## src/rtl/approx_mul_pkg.sv

```systemverilog
// Shared widths and request record for the approximate-multiplier scheduler.
package approx_mul_pkg;

  localparam int unsigned OP_W    = 16;
  localparam int unsigned PROD_W  = 32;
  localparam int unsigned ERR_W   = 12;
  localparam int unsigned ERR_LSB = 20;

  typedef struct packed {
    logic [OP_W-1:0] a;
    logic [OP_W-1:0] b;
    logic            rec;
    logic            tag;
  } req_t;

endpackage

```

## src/rtl/approx_mul_sched_rr_arb2.sv

```systemverilog
// Two-way round-robin arbiter; grants only while enabled and out of reset.
module rr_arb2 (
  input  logic       clk,
  input  logic       rst_n,
  input  logic [1:0] valid,
  input  logic       enable,
  output logic [1:0] grant
);

  logic last;

  always_comb begin
    grant = '0;
    if (enable && rst_n) begin
      unique case (valid)
        2'b01:   grant = 2'b01;
        2'b10:   grant = 2'b10;
        2'b11:   grant = last ? 2'b01 : 2'b10;
        default: grant = '0;
      endcase
    end
  end

  // A grant is only issued to a valid requester, so any grant is a handshake.
  always_ff @(posedge clk or negedge rst_n) begin
    if (!rst_n)
      last <= 1'b1;
    else if (|grant)
      last <= grant[1];
  end

endmodule

```

## src/rtl/approx_mul_sched.sv

```systemverilog
// Scheduler and two-stage pipeline controller for the shared approximate multiplier.
module approx_mul_sched
  import approx_mul_pkg::*;
#(
  parameter int unsigned TAG_W = 1,
  parameter int unsigned CNT_W = 16
) (
  input  logic              clk,
  input  logic              rst_n,
  input  logic              req0_valid,
  output logic              req0_ready,
  input  logic [OP_W-1:0]   req0_a,
  input  logic [OP_W-1:0]   req0_b,
  input  logic              req0_rec,
  input  logic              req1_valid,
  output logic              req1_ready,
  input  logic [OP_W-1:0]   req1_a,
  input  logic [OP_W-1:0]   req1_b,
  input  logic              req1_rec,
  output logic [OP_W-1:0]   mul_a,
  output logic [OP_W-1:0]   mul_b,
  input  logic [PROD_W-1:0] mul_p,
  input  logic [ERR_W-1:0]  mul_err,
  output logic              out_valid,
  input  logic              out_ready,
  output logic [PROD_W-1:0] out_data,
  output logic [TAG_W-1:0]  out_tag,
  output logic [CNT_W-1:0]  rec_count
);

  logic              v1, v2;
  req_t              s1, sel;
  logic [1:0]        grant;
  logic              adv1, adv2;
  logic [PROD_W-1:0] corrected;

  assign adv2 = !v2 || out_ready;
  assign adv1 = !v1 || adv2;

  rr_arb2 u_arb (
    .clk    (clk),
    .rst_n  (rst_n),
    .valid  ({req1_valid, req0_valid}),
    .enable (adv1),
    .grant  (grant)
  );

  assign req0_ready = grant[0];
  assign req1_ready = grant[1];

  always_comb begin
    sel = '{a: req0_a, b: req0_b, rec: req0_rec, tag: 1'b0};
    if (grant[1])
      sel = '{a: req1_a, b: req1_b, rec: req1_rec, tag: 1'b1};
  end

  // Recovery vector carries product weights 2^31..2^20; carry out of bit 31 is dropped.
  assign corrected = mul_p + {mul_err, {ERR_LSB{1'b0}}};

  always_ff @(posedge clk or negedge rst_n) begin
    if (!rst_n) begin
      v1 <= 1'b0;
      s1 <= '0;
    end else if (adv1) begin
      v1 <= |grant;
      if (|grant)
        s1 <= sel;
    end
  end

  always_ff @(posedge clk or negedge rst_n) begin
    if (!rst_n) begin
      v2       <= 1'b0;
      out_data <= '0;
      out_tag  <= '0;
    end else if (adv2) begin
      v2 <= v1;
      if (v1) begin
        out_data <= s1.rec ? corrected : mul_p;
        out_tag  <= TAG_W'(s1.tag);
      end
    end
  end

  always_ff @(posedge clk or negedge rst_n) begin
    if (!rst_n)
      rec_count <= '0;
    else if (v1 && adv2 && s1.rec && (mul_err != '0) && (rec_count != '1))
      rec_count <= rec_count + CNT_W'(1);
  end

  assign mul_a     = s1.a;
  assign mul_b     = s1.b;
  assign out_valid = v2;

endmodule
```

## config.mk

```make
export PLATFORM = sky130hd
export DESIGN_NAME = approx_mul_sched
export DESIGN_NICKNAME = d
export VERILOG_FILES = /design/src/rtl/approx_mul_pkg.sv /design/src/rtl/approx_mul_sched_rr_arb2.sv /design/src/rtl/approx_mul_sched.sv
export SDC_FILE = /design/constraint.sdc
export NUM_CORES = 1
export LEC_CHECK = 0
export CAP_MARGIN = 0
export CORE_MARGIN = 4
export CORE_UTILIZATION = 40
export CTS_CLUSTER_DIAMETER = 200
export DETAILED_ROUTE_END_ITERATION = 7
export PLACE_DENSITY = 0.77
export SYNTH_ARGS = -nofsm -noshare
export SYNTH_HDL_FRONTEND = slang
export SYNTH_SLANG_ARGS = --single-unit
export TNS_END_PERCENT = 50
```

## constraint.sdc

```tcl
create_clock -name clk -period 3.8 [get_ports clk]
set_clock_uncertainty 0.1 [all_clocks]
set_input_delay 0.38 -clock clk [delete_from_list [all_inputs] [get_ports clk]]
set_output_delay 0.38 -clock clk [all_outputs]
set_load 0.02 [all_outputs]
```

==> results.md, run 1 <==
### Timing
- number of hold-slack violations in the final timing report: 0
- final number of setup-violating endpoints: 0
- final critical delay including setup and external delays: 2527 ps
- RSZ-0062 raised after global routing: false
- slew of the pin with the lowest slew margin: 1083 ps
- setup slack after layout: 1273 ps
- setup TNS: 0 ps
- headroom to the max-slew limit: 27.77%
- Post-Route Hold Slack: 263.7 ps
- number of max-slew violations in the final report: 0
- timing-limited maximum frequency: 395.7 MHz
- share of the clock period used by the worst path after layout: 66.51%

### Clocking
- clk_lat worst skew: 330 ps
- H-Tree Level Count: 3
- CTS buffer count: 9
- number of setup buffers added after CTS: 0
- clock tree from TritonCTS: done
- Max Buffers Root-to-Sink: 2
- clock slew seen by the registers of the worst setup and hold paths: 60 ps
- cell chosen for the clock root: sky130_fd_sc_hd__clkbuf_16
- number of resized instances in the post-cts repair step: 0
- count of hold buffers inserted by post-cts repair: 0
- Sinks on Clock Net: 86

### Critical path
- Critical Path Start: mul_err[0]
- critical path startpoint category: input pin
- worst-case reg-to-reg path depth: 5
- required time at the worst-slack endpoint: 3920 ps
- critical register-to-register path endpoint: out_data[31]
- Reg2Reg Setup Slack: 1660 ps
- biggest fanout along the worst timing path: 3
- Worst EP arrival: 2650 ps
- crit end category: flop
- end point of the critical path: out_data[30]
- Critical R2R Launch: s1[1]
- Worst Setup Path Type: input pin to flop

### Final layout
- antenna diode count: 0
- most common cell after layout, fill and taps aside: sky130_fd_sc_hd__clkdlybuf4s50_1
- Final nets: 792
- Fill cells: 948
- leading cell types in the layout, fill and taps excluded: 197 x sky130_fd_sc_hd__clkdlybuf4s50_1, 150 x sky130_fd_sc_hd__nand2_1, 85 x sky130_fd_sc_hd__dfrtp_1
- utilization of the core after routing: 61.01%
- relative area change from synthesis to final layout: 47.99%
- share of final-layout standard cells stronger than drive strength 1: 5.531%

### Routing
- Antenna Nets Post-Route: 0
- detailed-route DRC error count: 0
- number of DRC violations after detailed-routing iteration 0: 149
- number of optimization iterations in the first detailed-route pass: 4
- wirelength, routed: 12,650 um
- WL per Instance: 15.64 um
- Via density: 5.028
- total number of vias: 4,068

### Pwr
- power density over the cells: 603.2 mW/mm2
- post-route total power: 4.025 mW
- Worst IR Drop VDD: 0.0003874 V
- static leakage power: 2.946 nW

### Placed design
- post-detailed-placement half-perimeter wirelength: 9292 um
- post-placement setup slack: 930.4 ps
- RD Place Congestion: 0.8821
- Port Buffer Count: 198

### Synth
- post-synth design cell area: 0.004508 mm2
- count of flip-flops with a built-in enable after synthesis: 0
- synthesized instance count: 503
- flip-flop and latch count after synthesis: 86
- cell type contributing the most total cell area after synthesis: sky130_fd_sc_hd__dfrtp_1
- area share of the largest cell type after synthesis: 47.18%
- cell types with the largest area share after synthesis: sky130_fd_sc_hd__dfrtp_1 47%, sky130_fd_sc_hd__nand2_1 12%, sky130_fd_sc_hd__buf_4 5.5%, sky130_fd_sc_hd__a31oi_1 4.9%, sky130_fd_sc_hd__ha_1 3.3%
- net count after synthesis: 631
- most used flip-flop cell after synthesis: sky130_fd_sc_hd__dfrtp_1
- share of synthesized area occupied by flip-flops and latches: 47.77%
- count of cell types in the netlist: 54
- share of synthesized flip-flops with an asynchronous set or reset: 100.0%
- Avg Synthesized Cell Area: 8.962 um2
- Yosys Warn Count: 0

### Global routing
- vias in the first global route: 4,261
- Total GRT Usage: 19.30%
- global-route wire length before repair: 20,180 um
- largest net degree at the start of global routing: 87
- initial antenna violation count: 0
- aggregate global routing overflow: 0

### Hold path
- class of the tightest hold or removal check: input pin to asynchronous set/reset pin

### Die
- overall die height: 114.2 um
- Core ar.: 0.01094 mm2
- initial standard-cell utilization of the core: 41.22%
- Die ar.: 0.01303 mm2
- Die X-Extent: 114.2 um
- Site Rows: 38
- Ports: 199

### Outcome
- result of the run: finished clean

### Flow run
- Max-Cap Viols: 0

sequential cells by signal, summed over array words and instances (netlist names):
| register | flops |
|---|---|
| out_data | 32 |
| mul_a | 16 |
| mul_b | 16 |
| rec_count | 16 |
| s1 | 2 |
| out_tag | 1 |
| out_valid | 1 |
| u_arb.last | 1 |
| v1 | 1 |
kinds of logic (layout without fill, tap and decap cells):
kind of cell               Yosys count  after routing  synth area share (%)
AOI/OAI and AO/OA                   75             75                 11.32
xor gates and xnor gates            21             21                 4.080
adders and majority gates           13             13                 3.775
buffers and inverters               64            230                 8.243
DFF                                 86             86                 47.77
muxes                                9              9                 2.054
and+or+nand+nor                    235            235                 22.76
metal layers:
layer | vias to the layer above | global-route usage (%) | part of all wire (%)
met3 | 16 | 6.501 | 7.5
met1 | 1938 | 21.75 | 40
li1 | 1976 | - | -
met4 | 0 | 5.859 | 1.7
met2 | 138 | 34.47 | 51
met5 | - | 0 | 0
synthesized netlist by cell type, types with 6 or more instances:
cell type	count
sky130_fd_sc_hd__a21oi_1	9
sky130_fd_sc_hd__a31oi_1	35
sky130_fd_sc_hd__and3_1	6
sky130_fd_sc_hd__buf_2	6
sky130_fd_sc_hd__buf_4	33
sky130_fd_sc_hd__clkbuf_1	11
sky130_fd_sc_hd__dfrtp_1	85
sky130_fd_sc_hd__ha_1	12
sky130_fd_sc_hd__inv_1	9
sky130_fd_sc_hd__mux2i_1	7
sky130_fd_sc_hd__nand2_1	150
sky130_fd_sc_hd__nand3_1	14
sky130_fd_sc_hd__nor2_1	36
sky130_fd_sc_hd__o21ai_0	11
sky130_fd_sc_hd__xnor2_1	17
how the worst min path moves through the flow:
stage	startpoint	to	slack (ps)	cells after the start
floorplan	rst_n	mul_a[0]	-20	0
global placement	s1[0]	out_tag	350	2
detailed placement	out_data[2]	out_data[2]	360	2
CTS	rst_n	mul_a[5]	290	2
global route	rst_n	mul_a[8]	360	2
finish	rst_n	mul_a[10]	260	2
worst max-delay path, stage by stage:
cell and delay (ps):
sky130_fd_sc_hd__clkdlybuf4s50_1 500, sky130_fd_sc_hd__ha_1 200, sky130_fd_sc_hd__inv_1 60, sky130_fd_sc_hd__fa_1 390
sky130_fd_sc_hd__and2b_1 230, sky130_fd_sc_hd__o31a_1 190, sky130_fd_sc_hd__nor4_2 60, sky130_fd_sc_hd__o31ai_1 240
sky130_fd_sc_hd__mux2i_1 110, sky130_fd_sc_hd__a211o_1 270
through the flow:
step                      instance area (um2)  instances
after CTS                                6671        809
after global routing                     6671        809
after floorplan                          4508        503
after global placement                   6379        793
after detailed placement                 6379        793
final                                    6671        809
power breakdown:
group,internal [mW],switching (mW)
Clock,0.485,0.375
Combinational,0.835,0.898
Sequential,1.22,0.209
Total,2.54,1.48
final cells by class:
cell class	count	area, um2	share of cell area, %
Clock buffer	11	252.7	3.788
Clock inverter	5	40.04	0.6001
Inverter	10	37.54	0.5626
Multi-Input combinational cell	353	1988	29.80
Sequential cell	86	2153	32.28
Tap cell	140	175.2	2.626
Timing Repair Buffer	204	2024	30.35
Note: power is estimated with default switching activity, not from simulation.
==> inputs of run 2 (changes only) <==
--- a/config.mk
+++ b/config.mk
@@ -7,7 +7,7 @@
 export LEC_CHECK = 0
 export CAP_MARGIN = 0
 export CORE_MARGIN = 4
-export CORE_UTILIZATION = 40
+export CORE_UTILIZATION = 38
 export CTS_CLUSTER_DIAMETER = 200
 export DETAILED_ROUTE_END_ITERATION = 7
 export PLACE_DENSITY = 0.77
==> constraint.sdc (replaced) <==
create_clock -name clk -period 2.1 [get_ports clk]
set_clock_uncertainty 0.1 [all_clocks]
set_input_delay 0.21 -clock clk [delete_from_list [all_inputs] [get_ports clk]]
set_output_delay 0.21 -clock clk [all_outputs]
set_load 0.02 [all_outputs]
==> run 2 against run 1 <==
  * Worst setup slack worse by 1200 ps
  * Cell area is 3.0% higher
  * Final cell count up 3.6%
  * Clock power up 65%
  * Critical path type unchanged
  * Critical endpoint is now out_data[28]
  * Largest cell class is now non-clock buffers
==> results.md, run 2 (synthesis gave the netlist of run 1 again) <==
### Outcome
- result of the run: finished clean

### Final layout
- Final nets: 819, +3.4%
- largest register by flop count: out_data
- max FFs per register: 32, unchanged
- most common cell after layout, fill and taps aside: sky130_fd_sc_hd__clkdlybuf4s50_1
- relative area change from synthesis to final layout: 52.37%
- leading cell types in the layout, fill and taps excluded: 189 x sky130_fd_sc_hd__clkdlybuf4s50_1, 150 x sky130_fd_sc_hd__nand2_1, 85 x sky130_fd_sc_hd__dfrtp_1
- antenna diode count: 0, unchanged
- post-layout instance area: 0.006869 mm2, +3.0%
- Fill cells: 1,017, +7.3%
- share of final-layout standard cells stronger than drive strength 1: 9.640%, +4.1 points

### Clocking
- Sinks on Clock Net: 86, unchanged
- CTS buffer count: 9, unchanged
- H-Tree Level Count: 3, unchanged
- count of hold buffers inserted by post-cts repair: 0, unchanged
- clock slew seen by the registers of the worst setup and hold paths: 60 ps, about the same
- cell chosen for the clock root: sky130_fd_sc_hd__clkbuf_16
- clock tree from TritonCTS: done
- clk_lat worst skew: 330 ps, about the same
- Max Buffers Root-to-Sink: 2, unchanged

### Timing
- RSZ-0062 raised after global routing: true
- number of hold-slack violations in the final timing report: 0, unchanged
- share of the clock period used by the worst path after layout: 97.19%
- final critical delay including setup and external delays: 2041 ps
- number of max-slew violations in the final report: 0, unchanged
- Post-Route Hold Slack: 84.37 ps, -179.4 ps
- headroom to the max-slew limit: 27.06%, -0.71 points
- slew of the pin with the lowest slew margin: 1094 ps, +10.64 ps
- timing-limited maximum frequency: 490.0 MHz
- final number of setup-violating endpoints: 0, unchanged

### Critical path
- biggest cell delay along the critical path: 280 ps, -220 ps
- critical path startpoint category: input pin
- Buf/Inv on CP: 2, unchanged
- required time at the worst-slack endpoint: 2210 ps, -1710 ps
- Worst Setup Path Type: input pin to flop
- slowest library cell on the worst path: sky130_fd_sc_hd__nor4_2
- cells along the critical path: dlygate4sd2_1, ha_2, inv_2, fa_2, and2b_1, o31a_1, nor4_2, o21bai_1, mux2i_1, a211o_1
- crit end category: flop
- Worst EP arrival: 2150 ps, -500 ps
- biggest fanout along the worst timing path: 2, -1
- Top delay family on crit path: compound AO/OA/AOI/OAI gates

### Pwr
- combinational group share of total power: 44.8%, +1.7 points
- switching pwr: 2.649 mW, +79%
- Worst IR Drop VDD: 0.0006714 V, +73%
- clock power share: 19.6%, -1.8 points
- static leakage power: 3.091 nW, +4.9%
- Power Internal: 4.575 mW, +80%
- fraction of power spent switching nets: 36.67%, -0.17 points
- power density over the cells: 1052 mW/mm2, +74%
- share of total power in sequential cells: 35.5%, about the same

### Global routing
- Total GRT Usage: 18.46%, -0.83 points
- global-route wire length before repair: 20,040 um, -0.68%
- vias in the first global route: 4,171, -2.1%
- initial antenna violation count: 0, unchanged
- aggregate global routing overflow: 0, unchanged
- largest net degree at the start of global routing: 87, unchanged

### Die
- Ports: 199, unchanged
- initial standard-cell utilization of the core: 39.15%, -2.1 points
- Site Rows: 39, +2.6%
- overall die height: 116.9 um, +2.4%
- Core ar.: 0.01152 mm2, +5.3%
- Die X-Extent: 116.9 um, +2.4%
- Die ar.: 0.01367 mm2, +4.9%

### Routing
- number of optimization iterations in the first detailed-route pass: 4, unchanged
- total number of vias: 4,133, +1.6%
- detailed-route DRC error count: 0, unchanged
- wirelength, routed: 12,830 um, +1.4%
- WL per Instance: 15.31 um, -2.1%
- number of DRC violations after detailed-routing iteration 0: 160, +7.4%
- Antenna Nets Post-Route: 0, unchanged
- Via density: 4.932, -1.9%

### Placed design
- RD Place Congestion: 0.9057, +2.7%
- post-detailed-placement half-perimeter wirelength: 9599 um, +3.3%
- Port Buffer Count: 198, unchanged
- Placement Cell Area: 0.006560 mm2, +2.8%

### Hold path
- class of the tightest hold or removal check: input pin to asynchronous set/reset pin

### Flow run
- Max-Cap Viols: 0, unchanged

[run 2: changes by cell type in the layout (fill, tap and decap cells not counted), moves of 3 or more]
| cell | change |
|---|---|
| sky130_fd_sc_hd__buf_4 | +26 |
| sky130_fd_sc_hd__clkdlybuf4s50_1 | -8 |
| sky130_fd_sc_hd__dlygate4sd2_1 | +6 |
| sky130_fd_sc_hd__clkinv_2 | +3 |
[run 2: path summary, 6_finish.rpt]
kind                               from             to  cells past startpoint  slack, ps
min in group clk                  rst_n     u_arb.last                      3        170
hold reg to reg                   s1[0]        out_tag                      2        370
setup reg to reg           rec_count[3]  rec_count[15]                      6        220
hold / removal                    rst_n       mul_b[2]                      2         80
max in group asynchronous         rst_n   out_data[24]                      2       1140
setup / recovery             mul_err[0]   out_data[28]                     10         60
[run 2: area by class of cell]
class	instances	area [um2]	area share, %
timing repair buffer	231	2237	32.57
sequential	86	2153	31.35
clock inverter	5	27.53	0.4007
tap	143	178.9	2.605
inverter	10	37.54	0.5464
clock buffer	10	229.0	3.333
multi-input combinational	353	2006	29.20
[run 2: layer usage]
metal	vias up	global-route usage (%)	part of all wire [%]
met4	0	4.664	1.3
met1	1969	21.81	41
met2	123	32.95	51
met3	12	5.398	7.2
li1	2029	-	-
met5	-	0	0
[run 2: stage by stage]
step / util, % / TNS (ps) / worst slack (ps) / instances / total power [mW]
6_report: 59.65 / 0 / 58.99 / 838 / 7.223
5_1_grt: 59.65 / -2.866 / -2.866 / 838 / 7.665
4_1_cts: 59.37 / 0 / 3.271 / 836 / 7.296
3_5_place_dp: 56.96 / -2731 / -508.3 / 818 / 5.851
3_3_place_gp: 56.96 / -2151 / -481.4 / 818 / 5.772
2_1_floorplan: - / 0 / 67.02 / 503 / 4.405
[run 2: worst reg2reg max path, stage by stage, from the launching register on]
cell and delay, ps:
sky130_fd_sc_hd__dfrtp_1 450, sky130_fd_sc_hd__and4_4 230, sky130_fd_sc_hd__nand3_1 150, sky130_fd_sc_hd__nor2_2 90
sky130_fd_sc_hd__a211oi_4 410, sky130_fd_sc_hd__nand4_1 180, sky130_fd_sc_hd__xnor2_1 160
[run 2: power groups by stage]
stage,combinational [mW],sequential [mW],clock (mW)
finish,3.24,2.57,1.42
floorplan,1.46,2.95,0
detailed placement,3.26,2.59,0
global placement,3.20,2.57,0
CTS,3.27,2.57,1.45
global route,3.48,2.65,1.53
[run 2: repair_timing]
action | in CTS | in global routing
setup endpoints to repair | 5 | 5
pin swaps | 4 | 7
resized for setup | 10 | 5
buffers inserted | 3 | 2
